===== config.mk =====
export PLATFORM = sky130hd
export DESIGN_NAME = cnt_state_datapath
export DESIGN_NICKNAME = d
export VERILOG_FILES = /design/src/rtl/cnt_pkg.sv /design/src/rtl/cnt_addsub.sv /design/src/rtl/cnt_state_datapath.sv
export SDC_FILE = /design/constraint.sdc
export NUM_CORES = 1
export LEC_CHECK = 0
export BUFFER_PORTS_ARGS = -buffer_cell sky130_fd_sc_hd__buf_2
export CAP_MARGIN = 20
export CORE_MARGIN = 2
export CORE_UTILIZATION = 35
export CTS_BUF_LIST = sky130_fd_sc_hd__clkbuf_16
export DETAILED_ROUTE_END_ITERATION = 10
export PLACE_DENSITY = 0.59
export SLEW_MARGIN = 20
export SYNTH_ARGS = -nofsm -noshare
export SYNTH_HDL_FRONTEND = slang
export SYNTH_SLANG_ARGS = --single-unit

===== constraint.sdc =====
create_clock -name clk -period 2.32 [get_ports clk]
set_input_delay 0.696 -clock clk [delete_from_list [all_inputs] [get_ports clk]]
set_output_delay 0.696 -clock clk [all_outputs]
set_load 0.02 [all_outputs]

===== src/rtl/cnt_pkg.sv =====
// Shared state encoding for the counter's next-state logic and its datapath stage.
// Both stages import this package so the 3-bit codes can never drift apart.
package cnt_pkg;

  localparam int unsigned CNT_WIDTH_DEFAULT = 8;

  // 3-bit state code as carried on next_state / state.
  typedef logic [2:0] cnt_state_t;

  localparam cnt_state_t CNT_IDLE = 3'b000;
  localparam cnt_state_t CNT_LOAD = 3'b001;
  localparam cnt_state_t CNT_INC  = 3'b010;
  localparam cnt_state_t CNT_INC2 = 3'b011;
  localparam cnt_state_t CNT_DEC  = 3'b100;
  localparam cnt_state_t CNT_DEC2 = 3'b101;

  // Count direction implied by a code: DEC/DEC2 share bit 2, INC/INC2 do not.
  function automatic logic cnt_is_down(input cnt_state_t code);
    return code[2];
  endfunction

endpackage


===== src/rtl/cnt_addsub.sv =====
// Combinational WIDTH-bit add/subtract-by-one with carry/borrow out.
// Optional feature macro: CNT_SATURATE_EN (clamp at the range ends instead of wrapping).
module cnt_addsub
  import cnt_pkg::*;
#(
  parameter int unsigned WIDTH = CNT_WIDTH_DEFAULT
) (
  input  logic [WIDTH-1:0] value_i,
  input  logic             down_i,   // 1: subtract one, 0: add one
  output logic [WIDTH-1:0] result_o,
  output logic             carry_o   // carry on add, borrow on subtract
);

  logic [WIDTH:0] ext_value;
  logic [WIDTH:0] one_ext;
  logic [WIDTH:0] sum;

  // Extended adder: bit WIDTH is the carry (add) or borrow (subtract) of the operation.
  always_comb begin
    ext_value = {1'b0, value_i};
    one_ext   = {{WIDTH{1'b0}}, 1'b1};
    sum       = down_i ? (ext_value - one_ext) : (ext_value + one_ext);
    carry_o   = sum[WIDTH];
`ifdef CNT_SATURATE_EN
    // Overflowing step clamps: up stays at all-ones, down stays at zero.
    if (sum[WIDTH]) begin
      result_o = down_i ? {WIDTH{1'b0}} : {WIDTH{1'b1}};
    end else begin
      result_o = sum[WIDTH-1:0];
    end
`else
    result_o = sum[WIDTH-1:0];
`endif
  end

endmodule


===== src/rtl/cnt_state_datapath.sv =====
// Counter datapath stage: registers the next-state code and applies the matching
// load/increment/decrement/hold action to the count register, with registered
// carry/borrow/illegal pulses. Optional feature macro: CNT_SATURATE_EN (in cnt_addsub).
module cnt_state_datapath
  import cnt_pkg::*;
#(
  parameter int unsigned WIDTH = CNT_WIDTH_DEFAULT
) (
  input  logic             clk,
  input  logic             reset,
  input  logic [2:0]       next_state,
  input  logic [WIDTH-1:0] d_in,
  output logic [2:0]       state,
  output logic [WIDTH-1:0] d_out,
  output logic             o_carry,
  output logic             o_borrow,
  output logic             o_illegal
);

  cnt_state_t       state_d, state_q;
  logic [WIDTH-1:0] count_d, count_q;
  logic             carry_d, carry_q;
  logic             borrow_d, borrow_q;
  logic             illegal_d, illegal_q;

  logic [WIDTH-1:0] step_result;
  logic             step_carry;
  logic             step_down;

  assign step_down = cnt_is_down(next_state);

  cnt_addsub #(
    .WIDTH (WIDTH)
  ) u_addsub (
    .value_i  (count_q),
    .down_i   (step_down),
    .result_o (step_result),
    .carry_o  (step_carry)
  );

  // Decode the incoming code into next state, next count and flag pulses.
  always_comb begin
    state_d   = CNT_IDLE;
    count_d   = count_q;
    carry_d   = 1'b0;
    borrow_d  = 1'b0;
    illegal_d = 1'b0;
    case (next_state)
      CNT_IDLE: begin
        state_d = CNT_IDLE;
      end
      CNT_LOAD: begin
        state_d = CNT_LOAD;
        count_d = d_in;
      end
      CNT_INC, CNT_INC2: begin
        state_d = next_state;
        count_d = step_result;
        carry_d = step_carry;
      end
      CNT_DEC, CNT_DEC2: begin
        state_d  = next_state;
        count_d  = step_result;
        borrow_d = step_carry;
      end
      // 110, 111 and any X/Z code: fall back to IDLE and hold the count.
      default: begin
        state_d   = CNT_IDLE;
        illegal_d = 1'b1;
      end
    endcase
  end

  // State, count and flag registers with synchronous reset.
  always_ff @(posedge clk) begin
    if (reset) begin
      state_q   <= CNT_IDLE;
      count_q   <= '0;
      carry_q   <= 1'b0;
      borrow_q  <= 1'b0;
      illegal_q <= 1'b0;
    end else begin
      state_q   <= state_d;
      count_q   <= count_d;
      carry_q   <= carry_d;
      borrow_q  <= borrow_d;
      illegal_q <= illegal_d;
    end
  end

  assign state     = state_q;
  assign d_out     = count_q;
  assign o_carry   = carry_q;
  assign o_borrow  = borrow_q;
  assign o_illegal = illegal_q;

endmodule


==> results of run 1 <==
worst reg2reg max path: stages (launching register included):
cell	delay [ns]
dfxtp_1	0.35
fa_1	0.43
a21o_1	0.21
a221oi_2	0.30
a21oi_2	0.12
mux2_1	0.33
report_power, final:
| group | total, uW | switching, uW | internal [uW] |
|---|---|---|---|
| registers | 289 | 20.3 | 269 |
| logic | 330 | 176 | 154 |
| clock network | 328 | 100 | 228 |
path summary, 6_finish.rpt:
kind | endpoint | from
max | o_carry | next_state[2]
min reg2reg | d_out[2] | d_out[2]
min | d_out[2] | d_out[2]
max reg2reg | o_carry | d_out[0]
placed cells by master (no fill, tap or decap), types with 3 or more instances in the layout:
cell type / n
nand2_1: 5
clkbuf_16: 3
buf_4: 13
nor2_1: 8
nor2b_1: 4
a211oi_1: 7
a21oi_1: 6
ha_1: 12
buf_2: 26
and3_1: 5
mux2i_1: 5
inv_1: 4
dfxtp_1: 14
cells in the mapped netlist:
library cell / n / area (um^2)
a211oi_1: 7 / 52.6
a21bo_2: 1 / 10.0
a21o_1: 2 / 15.0
a21oi_1: 6 / 30.0
a21oi_2: 2 / 17.5
a221oi_2: 1 / 15.0
a311oi_1: 1 / 8.76
and3_1: 5 / 31.3
and3_2: 1 / 7.51
buf_4: 1 / 7.51
clkbuf_1: 2 / 7.51
dfxtp_1: 14 / 280
fa_1: 1 / 20.0
ha_1: 12 / 150
inv_1: 4 / 15.0
mux2_1: 2 / 22.5
mux2_2: 1 / 11.3
mux2i_1: 5 / 50.1
nand2_1: 5 / 18.8
nand3_1: 1 / 5.00
nand3b_1: 1 / 7.51
nor2_1: 8 / 30.0
nor2b_1: 4 / 25.0
nor3_1: 1 / 5.00
nor3b_2: 1 / 12.5
o211a_1: 1 / 10.0
o211ai_1: 1 / 7.51
o21a_1: 1 / 7.51
o21ai_0: 2 / 10.0
o22ai_1: 1 / 6.26
o311ai_0: 1 / 8.76
or4_1: 2 / 15.0
xor2_1: 2 / 17.5
final cells by class:
type	count	area share, %
inverter	4	1.18
multi-input combinational	79	49.6
tap	30	2.96
clock buffer	3	5.92
clock inverter	1	0.296
timing repair buffer	39	18.0
sequential	14	22.1
flip-flops by register name, indices dropped and copies added (netlist names):
name and cells:
state 3, d_out 8, o_carry 1, o_borrow 1
o_illegal 1
cell families (layout without fill, tap and decap cells):
kind of cell	after synthesis	count (layout)	share of synthesized area, %
xor gates and xnor gates	2	2	1.87
and+or+nand+nor	29	29	16.8
adders and majority gates	13	13	18.1
AOI/OAI and AO/OA	27	27	21.2
buffers and inverters	7	47	3.20
muxes	8	8	8.93
DFF	14	14	29.9
stage by stage:
| step | hold WS [ns] | total power (uW) | instances | area [um^2] |
|---|---|---|---|---|
| floorplan | 0.631 | 507 | 100 | 938 |
| global placement | 0.559 | 618 | 166 | 1190 |
| detailed placement | 0.574 | 621 | 166 | 1190 |
| CTS | 0.589 | 958 | 170 | 1270 |
| global route | 0.615 | 1000 | 170 | 1270 |
| finish | 0.579 | 948 | 170 | 1270 |
per-layer routing:
layer,track usage [%],routed length [um]
met5,0,0
met4,7.32,42
met3,3.26,102
met2,24.3,985
met1,18.3,954
==> results.md, run 1 <==
- Grt total ovfl: 0
- Buf/Inv on CP: 1
- Vias: 866
- CTS clk-pin slew, worst paths: 0.05 ns
- Clock period minus worst slack: 2.12 ns
- Max cap viols: 0
- Slack of the critical path: 0.198 ns
- GRT Total Usage: 14.9%
- Setup violators final: 0
- Syn_area_per_cell: 9.38 um^2
- Crit end category: flip-flop
- R2R cell count: 5
- DRT iter0 DRCs: 18
- Hold Vio Cnt, Final: 0
- Via density: 5.09
- Worst Clk Skew: 0.00332 ns
- RSZ-0062 raised after global routing: false
- Total core area: 2500 um^2
- Pwr Density: 748 nW/um^2
- Worst slew pin tran: 0.397 ns
- Crit. path cell count: 6
- Largest net degree at the start of global routing: 15
- Syn_nets: 126
- Gate Count Post-Synth: 100
- TritonCTS Buffers: 3
- Port Buffers: 26
- Nets: 167
- # fillers: 240
- VDD IR-drop max: 0.000450 V
- Final period utilization: 91.5%
- Placement Setup Slack: -0.0475 ns
- H-tree Lvls: 1
- Layout cell share with drive strength beyond 1: 35.0%
- Initial antenna violation count: 0
- Worst path top cell family by delay: compound AO/OA/AOI/OAI gates
- Chip Width: 55.8 um
- Root Driver: clkbuf_16
- First-pass GRT wire length: 3670 um
- Die area: 3110 um^2
- Startpoint Class: input pin
- Hold Path Class: flip-flop to flip-flop
- Clk sinks: 14
- Fmax: 471 MHz
- Clk Latency, worst-skew pair: 0.24 ns
- # rows: 18
- TritonCTS clock tree: built
- Hpwl dp: 1610 um
- Area grow syn2layout: 35.1%
- Hold Buf Count CTS: 0
- Per-cell routed wire length: 12.3 um
- Sequential fraction of the synthesis area: 29.9%
- Arrival time at the worst endpoint: 2.25 ns
- CP max stage delay: 0.45 ns
- Synth Warn #: 0
- Cells on Worst Hold Path: 2
- DRC Markers: 0
- Die Span Y: 55.8 um
- Syn Std Cell Area: 938 um^2
- Register area: 280 um^2
- Vias in the first global route: 835
- Boundary pin count: 27
- 1st-pass router iterations: 3
- Initial core utilization: 37.5%
- Max-slew headroom: 73.4%
- Multi-input logic area: 628 um^2
- Setup TNS Final: 0 ns
- N_diodes: 0
- Post-cts resize count: 0
- RD Place Congestion: 0.878
- Yosys reg bits: 14
- Max Slew Vio Count: 0
- Antenna Nets Post-Route: 0
- Critical-path cell list: buf_2, fa_1, a21o_1, a221oi_2, a21oi_2, mux2_1
- Outcome: complete, no violations
- Distinct cells, synth: 33
- Crit path max fanout: 6
- Util after Layout: 50.7%
- Critical path class: input pin to flip-flop
- Leak: 0.000643 uW
- Slowest CP cell: fa_1
- Critical Path RT: 2.44 ns
- Post-CTS setup buffers: 0
- DRT Wirelength: 2090 um
- Clk buf depth: 2
- R2r setup slk: 0.47 ns
Note: power is estimated with default switching activity, not from simulation.
==> run 2, diff against run 1 <==
--- a/config.mk
+++ b/config.mk
@@ -11,8 +11,10 @@
 export CORE_UTILIZATION = 35
 export CTS_BUF_LIST = sky130_fd_sc_hd__clkbuf_16
 export DETAILED_ROUTE_END_ITERATION = 10
-export PLACE_DENSITY = 0.59
+export GPL_TIMING_DRIVEN = 0
+export PLACE_DENSITY = 0.58
 export SLEW_MARGIN = 20
 export SYNTH_ARGS = -nofsm -noshare
 export SYNTH_HDL_FRONTEND = slang
+export SYNTH_HIERARCHICAL = 1
 export SYNTH_SLANG_ARGS = --single-unit
==> results.md, run 2 <==
- Outcome: complete, no violations
- Worst setup path startpoint: next_state[2]
- DP Area: 1200 um^2 (+0.74%)
- Synth Warn #: 6 (+6)
- Cells on Worst Hold Path: 2 (unchanged)
- Pint: 648 uW (-0.44%)
- H-tree Lvls: 1 (unchanged)
- Crit path max fanout: 14 (+8)
- Boundary pin count: 27 (unchanged)
- R2R cell count: 7 (+2)
- Clk sinks: 14 (unchanged)
- First-pass GRT wire length: 3940 um (+7.3%)
- Util after Layout: 46.1% (-4.6 points)
- Crit end category: flip-flop
- Comb power frac: 36.1% (+1.3 points)
- Share of power burned in registers: 30.0% (-0.5 points)
- Per-cell routed wire length: 14.6 um (+19%)
- VDD IR-drop max: 0.000766 V (+70%)
- Switching share of power: 33.1% (+1.8 points)
- Async S/R FF share, synth: 0% (unchanged)
- GR Layer Usage met1: 19.5% (+1.2 points)
- Hold path start: d_out[3]
- DRC Markers: 0 (unchanged)
- Design Area, Final: 1280 um^2 (+1.2%)
- Vias: 848 (-2.1%)
- Commonest non-fill, non-tap cells in the layout: 26 x buf_2, 14 x dfxtp_1, 12 x ha_1
- Primary FF master, synth: dfxtp_1
- Critical Path RT: 2.43 ns (about the same)
- Crit. path cell count: 8 (+2)
- Hold Buf Count CTS: 0 (unchanged)
- Nets: 156 (-6.6%)
- CTS clk-pin slew, worst paths: 0.05 ns (about the same)
- Psw: 321 uW (+8.2%)
- Top post-synthesis cells by area: dfxtp_1 27%, ha_1 15%, o31ai_2 11%
- Slowest CP cell: fa_1
- Worst Clk Skew: 0.00711 ns (+0.00379 ns)
- GRT Total Usage: 15.1% (+0.26 points)
- Root Driver: clkbuf_16
- Largest net degree at the start of global routing: 15 (unchanged)
- Antenna Nets Post-Route: 0 (unchanged)
- Commonest cells post-synth: 14 x dfxtp_1, 12 x ha_1, 9 x mux2i_1, 9 x o31ai_2, 8 x nand4b_1
- DRT Wirelength: 2340 um (+12%)
- RD Place Congestion: 0.731 (-17%)
- Yosys reg bits: 14 (unchanged)
- Initial core utilization: 37.0% (-0.56 points)
- Layout cell share with drive strength beyond 1: 35.7% (+0.66 points)
- R2R Path End: d_out[6]
- Hold Path Class: flip-flop to flip-flop
- # rows: 19 (+1)
- Post-cts resize count: 0 (unchanged)
- Syn Std Cell Area: 1030 um^2 (+9.6%)
- Slack of the critical path: 0.115 ns (-0.0833 ns)
- Post-CTS setup buffers: 0 (unchanged)
- Syn_nets: 125 (-0.79%)
- Port Buffers: 26 (unchanged)
- Die Span Y: 58.2 um (+4.4%)
- R2r setup slk: 0.35 ns (-0.12 ns)
- Routing usage on met3: 2.68% (-0.58 points)
- RSZ-0062 raised after global routing: false
- Pwr Density: 756 nW/um^2 (+1.1%)
- Clock period minus worst slack: 2.21 ns (+0.0833 ns)
- Via density: 5.30 (+4.0%)
- Clock power frac: 34.0% (-0.7 points)
- M2 GR Usage: 26.5% (+2.1 points)
- Finished Layout Cells: 160 (-5.9%)
- 1st-pass router iterations: 4 (+1)
- Hold Vio Cnt, Final: 0 (unchanged)
- Most common cell in the netlist: dfxtp_1
- Final period utilization: 95.1% (+3.6 points)
- Most common cell after layout, fill and taps aside: buf_2
- Gate Count Post-Synth: 99 (-1.0%)
- Arrival time at the worst endpoint: 2.31 ns (+0.06 ns)
- Hold endpoint: d_out[3]
- Post-synth EDFFs: 0 (unchanged)
- # fillers: 269 (+12%)
- Distinct cells, synth: 31 (-6.1%)
- Fmax: 453 MHz (-3.8%)
- Worst slew pin tran: 0.693 ns (+0.296 ns)
- Worst r2r src: d_out[0]
- Critical-path cell list: clkbuf_4, fa_1, a21o_2, a21oi_2, o21ai_0, xor2_1, mux2i_1, o31ai_2
- Placement Setup Slack: -0.159 ns (-0.112 ns)
- Area share of the largest cell type after synthesis: 27.3% (-2.6 points)
- Busiest layer in global routing: met2
- Die area: 3390 um^2 (+8.9%)
- Initial antenna violation count: 0 (unchanged)
- Grt total ovfl: 0 (unchanged)
- Max-slew headroom: 53.8% (-20 points)
- Total core area: 2780 um^2 (+11%)
- TritonCTS clock tree: built
- Worst-case hold slack: 0.539 ns (-0.0399 ns)
- TritonCTS Buffers: 3 (unchanged)
- Max cap viols: 0 (unchanged)
- DRT iter0 DRCs: 16 (-2)
- Hpwl dp: 1730 um (+7.5%)
- Max reg flops: 8 (unchanged)
- N_diodes: 0 (unchanged)
- Top cell type by total area after synthesis: dfxtp_1
- Clk Latency, worst-skew pair: 0.24 ns (about the same)
- Leak: 0.000622 uW (-3.3%)
- Vias in the first global route: 837 (+0.24%)
- Worst path top cell family by delay: compound AO/OA/AOI/OAI gates
- Startpoint Class: input pin
- Chip Width: 58.2 um (+4.4%)
- CP max stage delay: 0.42 ns (-0.03 ns)
- Critical path class: input pin to flip-flop
- Sequential fraction of the synthesis area: 27.3% (-2.6 points)
- DP Cell Count: 156 (-6.0%)
- Syn_area_per_cell: 10.4 um^2 (+11%)
- Setup violators final: 0 (unchanged)
- Buf/Inv on CP: 1 (unchanged)
- Area grow syn2layout: 24.7%
- Clk buf depth: 2 (unchanged)
- Max Slew Vio Count: 0 (unchanged)
run 2: cell count changes after synthesis, moves of 3 or more:
cell and delta:
o31ai_2 +9, nand4b_1 +8, nor2_1 -8, a211oi_1 -7
and3_1 -5, mux2i_1 +4, xnor2_1 +3
run 2: worst max-delay path by stage:
stage,to
finish,d_out[6]
global route,d_out[7]
CTS,d_out[6]
detailed placement,d_out[6]
global placement,d_out[6]
floorplan,d_out[6]
run 2: area by class of cell:
class	count	area (um^2)	area share (%)
Buffer	6	38.8	3.02
Clock buffer	3	75.1	5.85
Clock inverter	1	3.75	0.293
Inverter	4	15.0	1.17
Multi-Input combinational cell	75	698	54.4
Sequential cell	14	280	21.9
Tap cell	31	38.8	3.02
Timing Repair Buffer	26	133	10.3
run 2: metrics by stage:
| stage | TNS (ns) | total power (uW) |
|---|---|---|
| 2_1_floorplan | 0 | 554 |
| 4_1_cts | 0 | 968 |
| 6_report | 0 | 969 |
| 3_5_place_dp | -0.442 | 640 |
| 5_1_grt | 0 | 1030 |
| 3_3_place_gp | -0.346 | 633 |
run 2: logic make-up after synthesis:
logic type	count (synthesis)	share of synthesized area, %
and+or+nand+nor	25	17.3
AOI/OAI and AO/OA	22	19.8
DFF	14	27.3
adders and majority gates	13	16.5
buffers and inverters	10	5.23
muxes	9	8.76
xor gates and xnor gates	6	5.11
run 2: worst min-delay path: stages, from the launching register on:
cell,delay [ns]
dfxtp_1,0.32
nand4b_1,0.11
o31ai_2,0.06
run 2: power by group through the flow:
stage / Sequential (uW) / Clock, uW / Combinational, uW
6_report: 290 / 329 / 349
3_5_place_dp: 296 / 0 / 344
5_1_grt: 295 / 346 / 388
3_3_place_gp: 296 / 0 / 337
2_1_floorplan: 325 / 0 / 230
4_1_cts: 292 / 330 / 346
run 2: per-layer routing:
metal | vias up | part of all wire, %
met2 | 17 | 49
met3 | 2 | 3.8
li1 | 425 | -
met5 | - | 0
met4 | 0 | 0.98
met1 | 404 | 46
==> run 3, diff against run 2 <==
--- a/config.mk
+++ b/config.mk
@@ -7,6 +7,7 @@
 export LEC_CHECK = 0
 export BUFFER_PORTS_ARGS = -buffer_cell sky130_fd_sc_hd__buf_2
 export CAP_MARGIN = 20
+export CORE_ASPECT_RATIO = 0.8
 export CORE_MARGIN = 2
 export CORE_UTILIZATION = 35
 export CTS_BUF_LIST = sky130_fd_sc_hd__clkbuf_16
==> results.md, run 3 (synthesis gave the netlist of run 2 again) <==
- Final period utilization: 95.4% (+0.29 points)
- Leak: 0.000623 uW (about the same)
- TritonCTS clock tree: built
- Nets: 156 (unchanged)
- Die area: 3390 um^2 (about the same)
- Crit end category: flip-flop
- Cells on Worst Hold Path: 2 (unchanged)
- Crit path max fanout: 14 (unchanged)
- DRT iter0 DRCs: 19 (+3)
- Initial antenna violation count: 0 (unchanged)
- DRC Markers: 0 (unchanged)
- R2R Path End: d_out[6]
- Max Slew Vio Count: 0 (unchanged)
- Grt total ovfl: 0 (unchanged)
- Worst Clk Skew: 0.00122 ns (-0.00589 ns)
- 1st-pass router iterations: 4 (unchanged)
- Most common cell after layout, fill and taps aside: buf_2
- Critical-path cell list: buf_2, fa_1, a21o_2, a21oi_4, o21ai_0, xor2_1, mux2i_1, o31ai_2
- Die Span Y: 52.5 um (-9.8%)
- First-pass GRT wire length: 3970 um (+0.71%)
- Critical path class: input pin to flip-flop
- Setup TNS Final: 0 ns (unchanged)
- Clk Latency, worst-skew pair: 0.25 ns (about the same)
- Arrival time at the worst endpoint: 2.32 ns (about the same)
- Post-cts resize count: 0 (unchanged)
- Setup violators final: 0 (unchanged)
- Root Driver: clkbuf_16
- Slowest CP cell: fa_1
- End of the critical path: d_out[6]
- CTS clk-pin slew, worst paths: 0.05 ns (about the same)
- VDD IR-drop max: 0.000360 V (-53%)
- # rows: 17 (-2)
- Max cap viols: 0 (unchanged)
- Vias in the first global route: 821 (-1.9%)
- CP max stage delay: 0.43 ns (about the same)
- Largest net degree at the start of global routing: 15 (unchanged)
- Critical Path RT: 2.43 ns (about the same)
- Hpwl dp: 1710 um (-0.93%)
- Post-CTS setup buffers: 0 (unchanged)
- Fmax: 452 MHz (-0.30%)
- Chip Width: 64.6 um (+11%)
- Hold Vio Cnt, Final: 0 (unchanged)
- Clk buf depth: 2 (unchanged)
- DP Cell Count: 163 (+4.5%)
- Vias: 849 (+0.12%)
- GRT Total Usage: 15.9% (+0.82 points)
- Worst slew pin tran: 0.714 ns (+0.0216 ns)
- Area grow syn2layout: 25.7%
- RSZ-0062 raised after global routing: false
- Hold Path Class: flip-flop to flip-flop
- Antenna Nets Post-Route: 0 (unchanged)
- RD Place Congestion: 0.752 (+2.9%)
- Via density: 5.08 (-4.1%)
- Port Buffers: 26 (unchanged)
- Hold Buf Count CTS: 0 (unchanged)
- Util after Layout: 46.4% (+0.28 points)
- Per-cell routed wire length: 14.2 um (-2.6%)
- Initial core utilization: 36.9% (-0.066 points)
- Boundary pin count: 27 (unchanged)
- Clock period minus worst slack: 2.21 ns (+0.00671 ns)
- Outcome: complete, no violations
- N_diodes: 0 (unchanged)
- Pwr Density: 757 nW/um^2 (+0.22%)
- Finished Layout Cells: 167 (+4.4%)
- R2r setup slk: 0.35 ns (about the same)
- Layout cell share with drive strength beyond 1: 34.9% (-0.78 points)
- TritonCTS Buffers: 3 (unchanged)
- Worst setup path startpoint: next_state[2]
- H-tree Lvls: 1 (unchanged)
- Max-slew headroom: 52.4% (-1.4 points)
- DRT Wirelength: 2380 um (+1.7%)
- Clk sinks: 14 (unchanged)
- Total core area: 2790 um^2 (+0.18%)
- Worst r2r src: d_out[0]
- Max reg flops: 8 (unchanged)
- Tot Pwr: 979 uW (+1.0%)
- R2R cell count: 7 (unchanged)
- Startpoint Class: input pin
- Commonest non-fill, non-tap cells in the layout: 27 x buf_2, 14 x dfxtp_1, 12 x ha_1
[run 3: worst min path at each step]
stage | from | end | slack [ns]
final | d_out[5] | d_out[5] | 0.54
after global routing | d_out[5] | d_out[5] | 0.57
after CTS | d_out[3] | d_out[3] | 0.54
after detailed placement | d_out[3] | d_out[3] | 0.53
after global placement | d_out[7] | d_out[7] | 0.53
after floorplan | d_out[2] | d_out[2] | 0.61
[run 3: layer usage]
metal	wire [um]	share of wire (%)	vias up	global-route usage [%]
li1	-	-	426	-
met1	1210	51	395	22.1
met2	1010	43	23	23.4
met4	27	1.1	0	6.03
met3	129	5.4	5	4.52
met5	0	0	-	0
[run 3: layout make-up]
class	instances	area, um^2
multi-input cells	75	702
inverters	4	15.0
clock buffers	3	75.1
well taps	38	47.5
fillers	285	1490
clock inverters	1	3.75
flip-flops and latches	14	280
plain buffers	6	38.8
repair buffers	26	130
[run 3: worst max-delay path: cells and delay by family]
kind	cells	cell delay, ns
AO/OA/AOI/OAI	4	0.65
adder cells (fa/ha/maj)	1	0.43
buffers and inverters	1	0.20
XOR/XNOR	1	0.17
multiplexers	1	0.16
[run 3: power by group]
part	internal [uW]	switching, uW	total [uW]
logic	152	199	352
registers	268	22.9	291
clock network	229	107	336
total	649	330	979
[run 3: through the flow]
| step | cell area, um^2 | setup WS, ns | hold slack [ns] |
|---|---|---|---|
| detailed placement | 1210 | -0.181 | 0.532 |
| floorplan | 1030 | 0.207 | 0.607 |
| global placement | 1210 | -0.143 | 0.527 |
| CTS | 1280 | 0.0820 | 0.543 |
| finish | 1290 | 0.108 | 0.542 |
| global route | 1290 | 0.0131 | 0.565 |
